File: src/rtl/skylark_muldiv.sv
// RV32M multiply/divide unit for the skylark execute stage.
// Iterative restoring divide, single-cycle or shift-add multiply, one registered result per op.
module skylark_muldiv #(
    parameter int unsigned XLEN     = 32,
    parameter bit          FAST_MUL = 1'b1
) (
    input  logic            clk,
    input  logic            reset,
    input  logic            start_E,
    input  logic [2:0]      func_E,
    input  logic [XLEN-1:0] opA_E,
    input  logic [XLEN-1:0] opB_E,
    input  logic            flush_E,
    output logic            busy,
    output logic            stall_req,
    output logic            done,
    output logic [XLEN-1:0] result
);

    localparam int unsigned     CW       = $clog2(XLEN + 1);
    localparam logic [XLEN-1:0] MOST_NEG = {1'b1, {(XLEN-1){1'b0}}};

    typedef enum logic [1:0] {IDLE, MUL, DIV, DONE} state_t;

    state_t            state, stateNext;
    logic [CW-1:0]     count, countNext;
    logic [XLEN-1:0]   accHi, accHiNext, accLo, accLoNext;
    logic [XLEN-1:0]   mcand, mcandNext, resultNext;
    logic [1:0]        funcSel, funcSelNext;
    logic              negRes, negResNext, negRem, negRemNext;

    logic              isDiv, aSigned, bSigned, aNeg, bNeg, divZero, divOvf;
    logic [XLEN-1:0]   magA, magB;
    logic [2*XLEN-1:0] fastProd, fastSigned;

    logic [XLEN:0]     mulSum, remShift, trial;
    logic [XLEN-1:0]   mulHiStep, mulLoStep, remStep, quotStep, quotFinal, remFinal;
    logic [2*XLEN-1:0] mulFinal;

    // Operand decode: signedness per funct3, magnitudes and special divide cases
    always_comb begin
        isDiv      = func_E[2];
        aSigned    = isDiv ? ~func_E[0] : (func_E[1:0] != 2'b11);
        bSigned    = isDiv ? ~func_E[0] : ~func_E[1];
        aNeg       = aSigned & opA_E[XLEN-1];
        bNeg       = bSigned & opB_E[XLEN-1];
        magA       = aNeg ? -opA_E : opA_E;
        magB       = bNeg ? -opB_E : opB_E;
        fastProd   = (2*XLEN)'(magA) * (2*XLEN)'(magB);
        fastSigned = (aNeg ^ bNeg) ? -fastProd : fastProd;
        divZero    = (opB_E == '0);
        divOvf     = ~func_E[0] & (opA_E == MOST_NEG) & (opB_E == '1);
    end

    // One iteration step; accHi/accLo hold {hi,lo} product or {remainder,quotient}
    always_comb begin
        mulSum    = {1'b0, accHi} + (accLo[0] ? {1'b0, mcand} : '0);
        mulHiStep = mulSum[XLEN:1];
        mulLoStep = {mulSum[0], accLo[XLEN-1:1]};
        mulFinal  = negRes ? -{mulHiStep, mulLoStep} : {mulHiStep, mulLoStep};

        remShift  = {accHi, accLo[XLEN-1]};
        trial     = remShift - {1'b0, mcand};
        if (!trial[XLEN]) begin
            remStep  = trial[XLEN-1:0];
            quotStep = {accLo[XLEN-2:0], 1'b1};
        end else begin
            remStep  = remShift[XLEN-1:0];
            quotStep = {accLo[XLEN-2:0], 1'b0};
        end
        quotFinal = negRes ? -quotStep : quotStep;
        remFinal  = negRem ? -remStep : remStep;
    end

    always_comb begin
        stateNext   = state;
        countNext   = count;
        accHiNext   = accHi;
        accLoNext   = accLo;
        mcandNext   = mcand;
        funcSelNext = funcSel;
        negResNext  = negRes;
        negRemNext  = negRem;
        resultNext  = result;
        case (state)
            IDLE: begin
                if (start_E && !flush_E) begin
                    funcSelNext = func_E[1:0];
                    negResNext  = aNeg ^ bNeg;
                    negRemNext  = aNeg;
                    countNext   = CW'(XLEN);
                    accHiNext   = '0;
                    if (!isDiv) begin
                        accLoNext = magB;
                        mcandNext = magA;
                        if (FAST_MUL) begin
                            resultNext = (func_E[1:0] == 2'b00) ? fastSigned[XLEN-1:0]
                                                                 : fastSigned[2*XLEN-1:XLEN];
                            stateNext  = DONE;
                        end else begin
                            stateNext = MUL;
                        end
                    end else if (divZero) begin
                        resultNext = func_E[1] ? opA_E : '1;
                        stateNext  = DONE;
                    end else if (divOvf) begin
                        resultNext = func_E[1] ? '0 : opA_E;
                        stateNext  = DONE;
                    end else begin
                        accLoNext = magA;
                        mcandNext = magB;
                        stateNext = DIV;
                    end
                end
            end
            MUL: begin
                if (flush_E) begin
                    stateNext = IDLE;
                end else begin
                    accHiNext = mulHiStep;
                    accLoNext = mulLoStep;
                    countNext = count - CW'(1);
                    if (count == CW'(1)) begin
                        resultNext = (funcSel == 2'b00) ? mulFinal[XLEN-1:0]
                                                        : mulFinal[2*XLEN-1:XLEN];
                        stateNext  = DONE;
                    end
                end
            end
            DIV: begin
                if (flush_E) begin
                    stateNext = IDLE;
                end else begin
                    accHiNext = remStep;
                    accLoNext = quotStep;
                    countNext = count - CW'(1);
                    if (count == CW'(1)) begin
                        resultNext = funcSel[1] ? remFinal : quotFinal;
                        stateNext  = DONE;
                    end
                end
            end
            DONE:    stateNext = IDLE;
            default: stateNext = IDLE;
        endcase
    end

    always_ff @(posedge clk or posedge reset) begin
        if (reset) begin
            state   <= IDLE;
            count   <= '0;
            accHi   <= '0;
            accLo   <= '0;
            mcand   <= '0;
            funcSel <= '0;
            negRes  <= 1'b0;
            negRem  <= 1'b0;
            result  <= '0;
        end else begin
            state   <= stateNext;
            count   <= countNext;
            accHi   <= accHiNext;
            accLo   <= accLoNext;
            mcand   <= mcandNext;
            funcSel <= funcSelNext;
            negRes  <= negResNext;
            negRem  <= negRemNext;
            result  <= resultNext;
        end
    end

    // Stall drops in DONE so the pipeline advances together with the result
    assign busy      = (state == MUL) || (state == DIV);
    assign done      = (state == DONE);
    assign stall_req = ((state == IDLE) && start_E && !flush_E) || busy;

endmodule

File: config.mk
export PLATFORM = sky130hd
export DESIGN_NAME = skylark_muldiv
export DESIGN_NICKNAME = d
export VERILOG_FILES = /design/src/rtl/skylark_muldiv.sv
export SDC_FILE = /design/constraint.sdc
export NUM_CORES = 2
export LEC_CHECK = 0
export BUFFER_PORTS_ARGS = -buffer_cell sky130_fd_sc_hd__buf_4
export CAP_MARGIN = 40
export CORE_ASPECT_RATIO = 1.2
export CORE_MARGIN = 2
export CORE_UTILIZATION = 55
export DETAILED_ROUTE_END_ITERATION = 8
export GPL_ROUTABILITY_DRIVEN = 0
export HOLD_SLACK_MARGIN = 0.08
export PLACE_DENSITY_LB_ADDON = 0.2
export SLEW_MARGIN = 20
export SYNTH_ARGS = -nofsm -noshare
export SYNTH_HDL_FRONTEND = slang
export SYNTH_SLANG_ARGS = --single-unit
File: constraint.sdc
create_clock -name clk -period 8 [get_ports clk]
set_input_delay 0.4 -clock clk [delete_from_list [all_inputs] [get_ports clk]]
set_output_delay 0.4 -clock clk [all_outputs]
set_load 0.03 [all_outputs]
=== Yosys cells after proc, flatten, opt, wreduce, memory -nomap -nowiden ===
Cells that the tools add are included.
W data, S select, Z words.

* Input bits: 71
* Logic and storage cells: 114
* Flip-flop bits (word level): 140
* Output and inout bits: 35

* Mux-type cells: 49
* Bitwise logic cells: 7
* Reductions and logical operators: 20
* Eq/ne operators: 19
* Add/sub/neg operators: 9
* Multiply operators: 1

{| class="wikitable"
|+ Operator list
! kind !! number
|-
| $mux W32 || 31
|-
| $pmux W32 S3 || 3
|-
| $mux W64 || 2
|-
| $neg A32 Y32 || 4
|-
| $neg A64 Y64 || 2
|-
| $eq A32 B32 Y1 const B || 2
|-
| $mul A32 B32 Y64 || 1
|-
| $add A32 B32 Y33 || 1
|-
| $sub A33 B32 Y33 || 1
|-
| $logic_not A32 Y1 || 1
|-
| $ne A2 B2 Y1 const B || 9
|-
| $mux W6 || 2
|-
| $pmux W6 S2 || 1
|-
| $reduce_and A4 Y1 || 2
|-
| $reduce_and A7 Y1 || 1
|-
| $eq A6 B1 Y1 const B || 1
|-
| $logic_not A2 Y1 || 3
|-
| $mux W1 || 6
|-
| $mux W2 || 3
|-
| $ne A3 B3 Y1 const B || 2
|-
| $pmux W2 S3 || 1
|-
| $reduce_and A6 Y1 || 1
|-
| $sub A6 B1 Y6 const B || 1
|-
| $and A1 B1 Y1 || 4
|-
| 14 further kinds || 20
|}

=== Logic depth before layout (Yosys ltp) ===
* Word-level depth: 11
* Depth in mapped cells: 45
* Gate-level depth less buffers: 39

=== Worst setup path before layout ===
Ideal clock, no wire load.

* Kind: in2reg
* Start point: input opA_E[0]
* End point: register result[31]
* Slack: -3.353 ns
* Path buffers: 5
* Data arrival time: 11.259 ns
* Cell stages on the path: 40
* Required time: 7.906 ns
* Setup time: 0.094 ns
* Cells stage by stage: clkbuf_1 -> inv_1 -> clkbuf_1 -> ha_1 -> or3b_2 -> nor3_1 -> and2_1 -> clkbuf_1 -> a31oi_1 -> xnor2_1 -> clkbuf_1 -> nor2_1 -> fa_1 -> inv_1 -> fa_1 -> fa_1 -> fa_1 -> inv_1 -> (+4 left out) -> fa_1 -> inv_1 -> fa_1 -> inv_1 -> ha_1 -> clkbuf_1 -> nand4_1 -> nor4_1 -> nand3_1 -> a211oi_1 -> nor3_1 -> xor2_1 -> o21ai_0 -> nor4_1 -> nand4b_1 -> or4b_1 -> o21a_1 -> a211oi_1

* Longest elaborated chain between the ends: 9
* Elaborated cells between the ends (all ways): 14
* Classes of those cells: add/sub (2); mul (1); eq/ne (2); mux (6); bitwise (2); reduce/logical (1)

{| class="wikitable"
|+ Ends and longest elaborated chain
! what !! line !! RTL
|-
| from (decl) || 11 || <nowiki>input logic [XLEN-1:0] opA_E,</nowiki>
|-
| $neg A32 Y32 || 47 || <nowiki>magA = aNeg ? -opA_E : opA_E;</nowiki>
|-
| $mux W32 || 47 ||
|-
| $mul A32 B32 Y64 || 49 || <nowiki>fastProd = (2*XLEN)'(magA) * (2*XLEN)'(magB);</nowiki>
|-
| $neg A64 Y64 || 50 || <nowiki>fastSigned = (aNeg ^ bNeg) ? -fastProd : fastProd;</nowiki>
|-
| $mux W64 || 50 ||
|-
| $mux W32 || 97 || <nowiki>resultNext = (func_E[1:0] == 2'b00) ? fastSigned[XLEN-1:0]</nowiki>
|-
| $mux W32 || 93 || <nowiki>if (!isDiv) begin</nowiki>
|-
| $mux W32 || 87 || <nowiki>if (start_E && !flush_E) begin</nowiki>
|-
| $pmux W32 S3 || 85 || <nowiki>case (state)</nowiki>
|-
| to (signal assigned) || 168 || <nowiki>result <= resultNext;</nowiki>
|-
| to (decl) || 17 || <nowiki>output logic [XLEN-1:0] result</nowiki>
|}

Several ways; a longest one is shown, not always the timed one. The select of a mux whose other input is x is not followed.
A chain may end at the register's enable or synchronous reset.

=== Final worst setup path ===
* Start point: input func_E[2]
* End point: register result[15]

* Longest elaborated chain between the ends: 10
* Elaborated cells between the ends (all ways): 16
* Classes of those cells: add/sub (1); mul (1); eq/ne (1); mux (9); bitwise (3); reduce/logical (1)

{| class="wikitable"
|+ Ends and longest elaborated chain
! what !! line !! RTL
|-
| from (decl) || 10 || <nowiki>input logic [2:0] func_E,</nowiki>
|-
| $mux W1, on equally long branches || 43, 44 ||
|-
| $and A1 B1 Y1, on equally long branches || 45, 46 ||
|-
| $mux W32, on equally long branches || 47, 48 ||
|-
| $mul A32 B32 Y64 || 49 ||
|-
| $neg A64 Y64 || 50 ||
|-
| $mux W64 || 50 ||
|-
| $mux W32 || 97 ||
|-
| $mux W32 || 93 ||
|-
| $mux W32 || 87 ||
|-
| $pmux W32 S3 || 85 ||
|}

Several ways; a longest one is shown, not always the timed one. The select of a mux whose other input is x is not followed.

==> reports/results.tsv <==
metric	value	unit
Clock Latency Late Sink	0.51	ns
first-pass GRT wire length	370400	um
HPWL Detailed	192900	um
complex-gate fraction of the synthesized area	15.46	%
setup TNS	-65.32	ns
dpl cell area	63300	sq um
vias in the first global route	59240	
routed len/inst	27.77	um
CP most frequent cell	buf_4	
XOR/XNOR Fraction of Synth Area	5.811	%
vias per cell	6.601	
Synth Flop Type	dfrtp_1	
top cells by area, synth	fa_1 (34%), ha_1 (8.0%), inv_1 (7.0%)	
RSZ-0062 raised after global routing	true	
failing checks	design-rule violations, max-capacitance violations, max-slew violations, negative setup slack	
crit path capture type	register	
Num Clock Sinks	140	
Clock Pin Slew Worst Setup and Hold Paths	0.07	ns
Post-Synthesis Cells	6853	
Post-synth top cells	inv_1 (991), nand2_1 (904), fa_1 (898)	
Final Hold Viols	0	
Synth cell types	92	
r2r setup slk	1.15	ns
f_max	94.13	MHz
mux cell area share after synthesis	0.7925	%
Crit Path Class	input port to register	
Simple-Gate Fraction of Synth Area	19.10	%
fin worst setup slack	-2.624	ns
area growth from synthesis to layout	27.00	%
core area	95570	sq um
sequential fraction of the synthesis area	6.584	%
Worst Path Arrival	11.03	ns
Critical Path Fanout Max	12	
Adder-Cell Fraction of Synth Area	42.18	%
worst clock skew	0.02582	ns
pin count of the biggest net entering global routing	86	
Syn Nets	8163	
critical path's largest stage delay	1.53	ns
Worst-Margin Slew	1.937	ns
Non-Filler Cell Area, Final	67570	sq um
Hold Crit Depth	3	
slowest CP cell	a221oi_1	
final worst path period share	132.8	%
buffers added on ports	105	
crit path to	result[15]	
Post-synth ARST share	100.0	%
# IOs	106	
Avg Inst Size Synth	7.764	sq um
Initial Util	55.67	%
Reg-to-Reg Start	accLo[31]	
fin crit period	10.62	ns
DRT Pass-1 Iters	9	
CP Launch Type	input port	
WL final	249800	um
# DRC	153	
max cap viols	1	
Final Util	70.71	%
count of flip-flops with a built-in enable after synthesis	0	
synthesized area	53210	sq um
Hold Path Class	input port to register	
most frequent cell after synthesis	inv_1	
status	finished, violations left	
layout cell share with drive strength beyond 1	23.45	%
Die Area	99250	sq um
placement row count	124	
gr ovfl total	0	
Post-DRT Antenna Nets	0	
area share of the largest cell type after synthesis	33.79	%
final setup fails	32	
initial antenna violation count	35	
CTS H-tree lvls	4	
FF+latch count, synth	140	
DR iter-0 viols	8313	
max-slew violation count	2	
via count	59360	
Total GRT Usage	50.72	%
largest family of logic cells by synthesized area	adder cells	
Fillers	7361	
WP data required	8.41	ns
clk buf depth	2	
reg2reg end	result[18]	
Slew HR	-29.14	%
die width	287.9	um
CTS tree	built	
Root Buffer	clkbuf_16	
YS warnings	0	
Setup crit start	func_E[2]	
Nets	9007	
CTS Buf Count	17	
Worst Reg-to-Reg Cells	23	
Synth area leader	fa_1	
Die Ht	344.7	um
## repair_timing
action	in CTS	in global routing
endpoints found under the setup margin	32	32
hold buffers	1	0
pin swaps	119	144
setup buffers	52	55
endpoints found under the hold margin	54	0
gates cloned	5	0
gates resized for setup	291	242
## state kept, by name, indices dropped and copies added, names as in the netlist
register and flops:
accHi 32, state 2, accLo 32, mcand 32, count 6, negRes 1, funcSel 2, result 32
negRem 1
## cells in the final DEF (no fill, tap or decap), types with 53 or more instances in the layout
master,n
dfrtp_1,139
nand4_1,75
o21ai_0,317
xnor2_1,133
a21oi_1,291
nand3_1,53
nor3_1,90
xnor2_2,55
fa_1,873
nand2_1,889
nor2_1,858
xor2_1,119
buf_4,1105
buf_6,70
inv_1,971
ha_1,312
## metrics by stage
| step | hold WS (ns) | std cells | worst slack, ns |
|---|---|---|---|
| finish | 0.2537 | 8993 | -2.624 |
| CTS | 0.2617 | 8902 | -1.922 |
| floorplan | 0.4498 | 6853 | -2.518 |
| global placement | 0.4630 | 8812 | -3.100 |
| global route | 0.2924 | 8975 | -3.306 |
| detailed placement | 0.4709 | 8818 | -3.088 |
## layer usage
layer,track usage (%),share of wire [%],up-vias,wire (um)
met5,8.654,0.33,-,812
met4,45.32,13,38,32470
met3,25.68,16,2171,39070
met2,73.71,41,5120,102500
met1,53.24,30,28070,74860
li1,-,-,23960,-
## worst min path at each step
stage,start,end,slack [ns]
6_report,flush_E,count[0],0.25
5_1_grt,flush_E,count[0],0.29
4_1_cts,flush_E,count[0],0.26
3_5_place_dp,mcand[6],mcand[6],0.47
3_3_place_gp,mcand[20],mcand[20],0.46
2_1_floorplan,mcand[10],mcand[10],0.45
## cells by family (layout without fill, tap and decap cells)
family          after synthesis  count (layout)
simple gates               2337            2337
buf+inv                    1423            2279
compound gates             1300            1300
fa+ha+maj                  1259            1259
xor+xnor                    353             354
flops                       140             140
mux                          41              41
other cells                   0              23
## cell type report
cell class	instances	area, sq um	share of cell area [%]
multi-input combinational	5291	47580	70.42
timing repair buffer	1250	10490	15.53
inverter	997	3750	5.549
sequential	140	3505	5.186
tap	1260	1577	2.333
clock buffer	17	425.4	0.6295
clock inverter	15	186.4	0.2759
antenna	23	57.56	0.08517
## worst max-delay path: cells and delay by family
| kind | cells | cell delay, ns |
|---|---|---|
| buf+inv | 14 | 2.30 |
| fa+ha+maj | 9 | 3.96 |
| xor+xnor | 2 | 0.48 |
| simple gates | 4 | 0.42 |
| compound gates | 10 | 3.42 |
Power is left out: the tool's default activity adds up to more than one toggle a clock period on the data nets, which glitch-free logic cannot reach.
